===== src/rtl/kapilan_alarm_pkg.sv =====
// kapilan_alarm_pkg: shared constants for the kapilan_alarm 24-hour clock tile.
//   - Field limits and widths for the seconds, minutes and hours counters.
//   - The constant bidirectional-pin output-enable pattern.
//   - A helper that compares the current time against the alarm setting.
package kapilan_alarm_pkg;

  localparam int SEC_MAX = 59;
  localparam int MIN_MAX = 59;
  localparam int HR_MAX  = 23;

  localparam int SEC_W = 6;
  localparam int MIN_W = 6;
  localparam int HR_W  = 5;

  // uio[7:3] carry the hours out; uio[2:0] are inputs for the alarm minutes.
  localparam logic [7:0] UIO_OE_VAL = 8'b1111_1000;

  // Out-of-range alarm settings can never equal a counter value, so they
  // never fire without any extra range check.
  function automatic logic time_match(
    input logic [HR_W-1:0]  hr,
    input logic [MIN_W-1:0] mn,
    input logic [HR_W-1:0]  alarm_hr,
    input logic [MIN_W-1:0] alarm_mn
  );
    return (hr == alarm_hr) && (mn == alarm_mn);
  endfunction

endpackage


===== src/rtl/kapilan_alarm_counter.sv =====
// mod_counter: wrap-around binary counter 0..MAX with carry-out.
//   clk   : rising-edge clock
//   rst_n : asynchronous active-low reset, clears count
//   inc   : advance by one on this edge
//   count : current value
//   carry : inc && count==MAX, i.e. this edge wraps the counter to 0
module mod_counter #(
  parameter int W   = 6,
  parameter int MAX = 59
) (
  input  logic         clk,
  input  logic         rst_n,
  input  logic         inc,
  output logic [W-1:0] count,
  output logic         carry
);

  localparam logic [W-1:0] MAX_V = W'(MAX);
  localparam logic [W-1:0] ONE_V = W'(1);

  logic [W-1:0] count_d;
  logic [W-1:0] count_q;

  // Next count and carry-out.
  always_comb begin
    count_d = count_q;
    carry   = 1'b0;
    if (inc) begin
      if (count_q == MAX_V) begin
        count_d = '0;
        carry   = 1'b1;
      end else begin
        count_d = count_q + ONE_V;
      end
    end else begin
      count_d = count_q;
    end
  end

  // Count register.
  always_ff @(posedge clk or negedge rst_n) begin
    if (!rst_n) begin
      count_q <= '0;
    end else begin
      count_q <= count_d;
    end
  end

  assign count = count_q;

endmodule


===== src/rtl/kapilan_alarm.sv =====
// kapilan_alarm: Tiny Tapeout tile, 24-hour hh:mm:ss clock with one alarm.
//   clk, rst_n : tile clock, asynchronous active-low reset
//   ena        : when low, the prescaler and time counters hold
//   ui_in      : [4:0] alarm hours, [7:5] alarm minutes[2:0]
//   uio_in     : [2:0] alarm minutes[5:3], [7:3] unused
//   uo_out     : [5:0] minutes, [6] alarm active, [7] seconds[0]
//   uio_out    : [2:0] zero, [7:3] hours
//   uio_oe     : constant 8'b1111_1000
module kapilan_alarm
  import kapilan_alarm_pkg::*;
#(
  parameter int TICKS_PER_SEC = 10_000_000
) (
  input  logic       clk,
  input  logic       rst_n,
  input  logic       ena,
  input  logic [7:0] ui_in,
  input  logic [7:0] uio_in,
  output logic [7:0] uo_out,
  output logic [7:0] uio_out,
  output logic [7:0] uio_oe
);

  localparam int PS_W = (TICKS_PER_SEC > 1) ? $clog2(TICKS_PER_SEC) : 1;
  localparam logic [PS_W-1:0] PS_LAST = PS_W'(TICKS_PER_SEC - 1);
  localparam logic [PS_W-1:0] PS_ONE  = PS_W'(1);

  logic [PS_W-1:0]  ps_d;
  logic [PS_W-1:0]  ps_q;
  logic             tick_s;
  logic             sec_carry_s;
  logic             min_carry_s;
  logic             hr_carry_s;
  logic [SEC_W-1:0] sec_s;
  logic [MIN_W-1:0] min_s;
  logic [HR_W-1:0]  hr_s;
  logic [HR_W-1:0]  alarm_hr_s;
  logic [MIN_W-1:0] alarm_min_s;
  logic             alarm_d;
  logic             alarm_q;
  logic             unused_uio_s;

  // Prescaler: tick_s pulses on the edge where the count wraps.
  always_comb begin
    ps_d   = ps_q;
    tick_s = 1'b0;
    if (ena) begin
      if (ps_q == PS_LAST) begin
        ps_d   = '0;
        tick_s = 1'b1;
      end else begin
        ps_d = ps_q + PS_ONE;
      end
    end else begin
      ps_d = ps_q;
    end
  end

  // Prescaler register.
  always_ff @(posedge clk or negedge rst_n) begin
    if (!rst_n) begin
      ps_q <= '0;
    end else begin
      ps_q <= ps_d;
    end
  end

  // Ripple of carries: all three fields can wrap on the same edge.
  mod_counter #(.W(SEC_W), .MAX(SEC_MAX)) u_sec (
    .clk(clk), .rst_n(rst_n), .inc(tick_s), .count(sec_s), .carry(sec_carry_s)
  );
  mod_counter #(.W(MIN_W), .MAX(MIN_MAX)) u_min (
    .clk(clk), .rst_n(rst_n), .inc(sec_carry_s), .count(min_s), .carry(min_carry_s)
  );
  mod_counter #(.W(HR_W), .MAX(HR_MAX)) u_hr (
    .clk(clk), .rst_n(rst_n), .inc(min_carry_s), .count(hr_s), .carry(hr_carry_s)
  );

  assign alarm_hr_s   = ui_in[4:0];
  assign alarm_min_s  = {uio_in[2:0], ui_in[7:5]};
  assign unused_uio_s = ^{uio_in[7:3], hr_carry_s};

  // Alarm compare runs regardless of ena; inputs are not latched.
  always_comb begin
    alarm_d = time_match(hr_s, min_s, alarm_hr_s, alarm_min_s);
  end

  // Alarm flag register.
  always_ff @(posedge clk or negedge rst_n) begin
    if (!rst_n) begin
      alarm_q <= 1'b0;
    end else begin
      alarm_q <= alarm_d;
    end
  end

  assign uo_out  = {sec_s[0], alarm_q, min_s};
  assign uio_out = {hr_s, 3'b000};
  assign uio_oe  = UIO_OE_VAL;

endmodule


===== config.mk =====
export PLATFORM = sky130hd
export DESIGN_NAME = kapilan_alarm
export DESIGN_NICKNAME = d
export VERILOG_FILES = /design/src/rtl/kapilan_alarm_pkg.sv /design/src/rtl/kapilan_alarm_counter.sv /design/src/rtl/kapilan_alarm.sv
export SDC_FILE = /design/constraint.sdc
export NUM_CORES = 1
export LEC_CHECK = 0
export BUFFER_PORTS_ARGS = -buffer_cell sky130_fd_sc_hd__buf_2
export CORE_UTILIZATION = 45
export DETAILED_ROUTE_END_ITERATION = 7
export PLACE_DENSITY_LB_ADDON = 0.08
export SKIP_CTS_REPAIR_TIMING = 1
export SYNTH_ARGS = -nofsm -noshare
export SYNTH_HDL_FRONTEND = slang
export SYNTH_SLANG_ARGS = --single-unit

===== constraint.sdc =====
create_clock -name clk -period 1.7 [get_ports clk]
set_input_delay 0.34 -clock clk [delete_from_list [all_inputs] [get_ports clk]]
set_output_delay 0.34 -clock clk [all_outputs]
set_load 0.02 [all_outputs]

Yosys cells after proc, flatten, opt, wreduce, memory -nomap -nowiden

Index checks and enable logic that the tools add are counted.

Output and inout port bits: 24
Flip-flop bits (word level): 42
Input bits: 19

Mux-type cells: 10
Reductions and logical operators: 1
Equality and inequality tests: 6
$add $sub $neg: 4

Operator list:

| cell                                                            | count |
|---|---|
| 24-bit by 1-bit adder with 24-bit output, second input constant | 1 |
| 24-bit equality test, second input constant                     | 1 |
| 24-bit two-way mux                                              | 1 |
| 6-bit by 1-bit adder with 6-bit output, second input constant   | 2 |
| 6-bit equality test, second input constant                      | 2 |
| 6-bit two-way mux                                               | 2 |
| 6-bit equality test                                             | 1 |
| 1-bit two-way mux                                               | 6 |
| 5-bit by 1-bit adder with 5-bit output, second input constant   | 1 |
| 5-bit equality test                                             | 1 |
| 5-bit equality test, second input constant                      | 1 |
| 5-bit two-way mux                                               | 1 |
| 1-bit logical AND                                               | 1 |

Logic depth before layout (Yosys ltp)

Word-level depth: 5
Gate-level depth with buffers: 7
Mapped depth without buffers: 6

Modules after synthesis

A second synthesis with hierarchy kept.

Cell total of the unflattened synthesis: 233
Area total of the unflattened synthesis: 2,332.2 µm²

Modules (own cells, without submodules):

| module                   | seq. area each (µm²) | times used | cells each | area each (µm²) |
|---|---|---|---|---|
| kapilan_alarm            | 625.6                | 1          | 160        | 1,532.7 |
| mod_counter at u_min ... | 150.1                | 2          | 27         | 281.5 |
| mod_counter at u_hr      | 125.1                | 1          | 19         | 236.5 |

Least setup slack after synthesis

Ideal clock, no wire load.

Path kind: register to register
Start point: reg u_min.count_q[0], in the netlist u_min.count[0]
End point: reg u_hr.count_q[4], in the netlist u_hr.count[4]
Arrival: 1.796 ns
Setup slack: -0.224 ns
Stages on the path, launching flop included: 7
Data required time: 1.572 ns
Clock period less this slack: 1.924 ns
Path through: dfrtp_1 ha_1 inv_1 nor3b_1 and2_1 nand4_1 mux2_1

Cells in the longest elaborated chain, start to end: 3

Ends and longest elaborated chain:

| what                     | line                        | text |
|---|---|---|
| start: declaration       | kapilan_alarm_counter.sv:22 | `logic [W-1:0] count_q;` |
| start signal: assignment | kapilan_alarm_counter.sv:45 | `count_q <= count_d;` |
| 6-bit equality test      | kapilan_alarm_counter.sv:29 | `if (count_q == MAX_V) begin` |
| 1-bit two-way mux        | kapilan_alarm_counter.sv:29 |  |
| 1-bit two-way mux        | kapilan_alarm_counter.sv:28 | `if (inc) begin` |
| end signal: assignment   | kapilan_alarm_counter.sv:45 |  |
| end: declaration         | kapilan_alarm_counter.sv:22 |  |

Every way passes these cells.
A chain may end at the register's enable or synchronous reset.

Final worst setup path

Start point: reg ps_q[17]
End point: reg u_sec.count_q[2], in the netlist u_sec.count[2]

Cells in the longest elaborated chain, start to end: 3

Ends and longest elaborated chain:

| what                     | line                        | text |
|---|---|---|
| start: declaration       | kapilan_alarm.sv:29         | `logic [PS_W-1:0] ps_q;` |
| start signal: assignment | kapilan_alarm.sv:64         | `ps_q <= ps_d;` |
| 24-bit equality test     | kapilan_alarm.sv:48         | `if (ps_q == PS_LAST) begin` |
| 1-bit two-way mux        | kapilan_alarm.sv:48         |  |
| 1-bit two-way mux        | kapilan_alarm.sv:47         | `if (ena) begin` |
| end signal: assignment   | kapilan_alarm_counter.sv:45 |  |
| end: declaration         | kapilan_alarm_counter.sv:22 |  |

Every way passes these cells.

==> metrics.txt <==
VDD IR max=687 uV; fin area=0.00312 sq mm; Via density=5.08; Congestion Overflow GR=0; hold path start=uio_in[1]; worst-skew pair later-pin latency=0.29 ns; Avg Inst Size Synth=9.91 sq um; Rows=25; Fin. Hold Viols=0; most frequent cells after synthesis=dfrtp_1, xnor2_1, nor2_1; first-pass GRT wire length=8460 um; Hold Path Stages=4; RSZ-0062 raised after global routing=true; I/O Pins=43; Post-Place Cells=364; PnR worst setup slack=-0.302 ns; cell area after synthesis=0.00234 sq mm; Max Fclk=500 MHz; Initial Util=0.483; gp weighted congestion=0.773; Tmin final=2.00 ns; CTS sink count=42; Worst-path clk slew=0.08 ns; Slowest cell on crit path=or4b_4; number of CTS-inserted buffers=5; wirelength, routed=5270 um; Post-DP HPWL=3680 um; launching point of the worst reg2reg path=ps_q[17]$_DFFE_PN0P_; number of enable flip-flop cells after synthesis=0; failing checks=setup timing; final period utilization=1.18; total number of vias=1932; slowest stage delay, CP=0.55 ns; status=finished, violations left; setup slack, reg-to-reg=-0.30 ns; Final nets=335; clk buf depth=2; ys flop type=dfrtp_1; worst-path maximum fanout=6; Clock Skew=0.00732 ns; total global-route track usage=0.206; Die X=74.1 um; # H-tree levels=2; utilization after layout=0.644; worst r2r path cells=6; max cap viols=0; ANT cells=0; Buffers on Ports=26; flops & latches, synth=42; power density over the cells=669 mW/mm^2; RR Endpoint=u_sec.count[2]$_DFFE_PN0N_; register area share after synthesis=0.449; area of the core=0.00485 sq mm; ANT nets after route=0; total number of yosys warnings=0; Area growth syn-to-layout=33.5%; Worst Setup End Kind=flop; WP data arrival=2.18 ns; Slew Viols, Final=0; synth top area cells=dfrtp_1, xnor2_1, buf_4; pre-CTS setup slack=-0.322 ns; layout cells sized above 1=0.371; # setup viols final=27; number of fill cells=390; number of remaining DRC errors=0; largest net degree at the start of global routing=18; FFs w/ async S/R, synth=1.00; initial antenna violation count=0; initial DRC count=57; P_leak=1.55 nW; Final Non-Filler Cells=380; TritonCTS clock tree=done; Die Y=74.1 um; Startpoint Class=flop; CP Class=flop to flop; DIE AREA=0.00549 sq mm; cell with the most instances after synthesis=dfrtp_1; Hold Path Sink=alarm_q$_DFF_PN0_; synthesized instance count=236; vias in the first global route=1874; WL/cell=13.9 um; Worst Hold Class=input pin to flop; TritonRoute pass-1 iters=4; WP data required=1.88 ns; clk root buf=clkbuf_8; post-synth top area cell=dfrtp_1; overall power=2.09 mW; Cell Chain, Critical Path=or4b_4 -> nor3_4 -> and4_4 -> buf_4 -> nand2_4 -> mux2_4; synth unique cells=40; placed cell area=0.00283 sq mm; share of the synthesized area in the top cell type=0.449
[cell type report]
| cell class | instances | area (sq um) | share of cell area |
|---|---|---|---|
| clock buffers | 7 | 86.3 | 0.0276 |
| clock inverters | 1 | 5.00 | 0.00160 |
| inverters | 2 | 7.51 | 0.00240 |
| multi-input cells | 183 | 1350 | 0.432 |
| flip-flops and latches | 42 | 1050 | 0.337 |
| well taps | 67 | 83.8 | 0.0268 |
| repair buffers | 78 | 538 | 0.172 |
[cell families after synthesis]
group           share of synthesized area
simple gates                        0.249
flops                               0.449
compound gates                     0.0556
xor+xnor                            0.124
buf+inv                            0.0551
other cells                       0.00321
fa+ha+maj                          0.0214
mux                                0.0428
[how the worst max path moves through the flow]
stage	slack [ns]	end	start
detailed placement	-0.32	u_hr.count[4]$_DFFE_PN0P_	ps_q[17]$_DFFE_PN0P_
global placement	-0.26	u_hr.count[4]$_DFFE_PN0P_	ps_q[17]$_DFFE_PN0P_
finish	-0.30	u_sec.count[2]$_DFFE_PN0N_	ps_q[17]$_DFFE_PN0P_
CTS	-0.35	u_hr.count[4]$_DFFE_PN0P_	ps_q[17]$_DFFE_PN0P_
floorplan	-0.20	u_hr.count[4]$_DFFE_PN0P_	ps_q[17]$_DFFE_PN0P_
global route	-0.36	u_sec.count[2]$_DFFE_PN0N_	ps_q[17]$_DFFE_PN0P_
[layer usage]
| layer | GRT usage | part of all wire | vias to the layer above |
|---|---|---|---|
| met5 | 0 | 0 | - |
| li1 | - | - | 967 |
| met3 | 0.0393 | 0.035 | 9 |
| met1 | 0.268 | 0.46 | 906 |
| met2 | 0.340 | 0.49 | 50 |
| met4 | 0.0812 | 0.017 | 0 |
[state kept, by name, summed over array words and instances (netlist names)]
register and cells:
alarm_q 1, u_sec.count 6, ps_q 24, u_min.count 6
u_hr.count 5
[report_power, final]
| part | leakage, nW | switching [mW] | total [mW] | internal [mW] |
|---|---|---|---|---|
| Combinational | 0.925 | 0.150 | 0.315 | 0.165 |
| Sequential | 0.575 | 0.0501 | 1.11 | 1.06 |
| Clock | 0.0482 | 0.339 | 0.667 | 0.328 |
| Total | 1.55 | 0.539 | 2.09 | 1.55 |
[stage by stage]
step                      setup TNS, ns  hold WS, ns
final                             -4.21        0.333
after global routing              -6.62        0.336
after CTS                         -5.90      -0.0427
after detailed placement          -5.15        0.274
after global placement            -4.47        0.277
after floorplan                  -0.970       0.0444
[placed cells by master (no fill, tap or decap), types with 9 or more instances in the layout]
| cell type | count |
|---|---|
| buf_4 | 48 |
| conb_1 | 11 |
| nand2_1 | 14 |
| xnor2_1 | 24 |
| nor2_1 | 22 |
| xor2_1 | 9 |
| buf_2 | 26 |
| nand4_1 | 10 |
| dfrtp_1 | 41 |
| nand3_1 | 13 |
[worst max-delay path, delay by kind of cell (launching register included)]
family	cells	cell delay (ns)
mux	1	0.30
flops	1	0.40
buf+inv	1	0.13
simple gates	4	1.08
No activity file was read; power rests on OpenSTA's default activity.
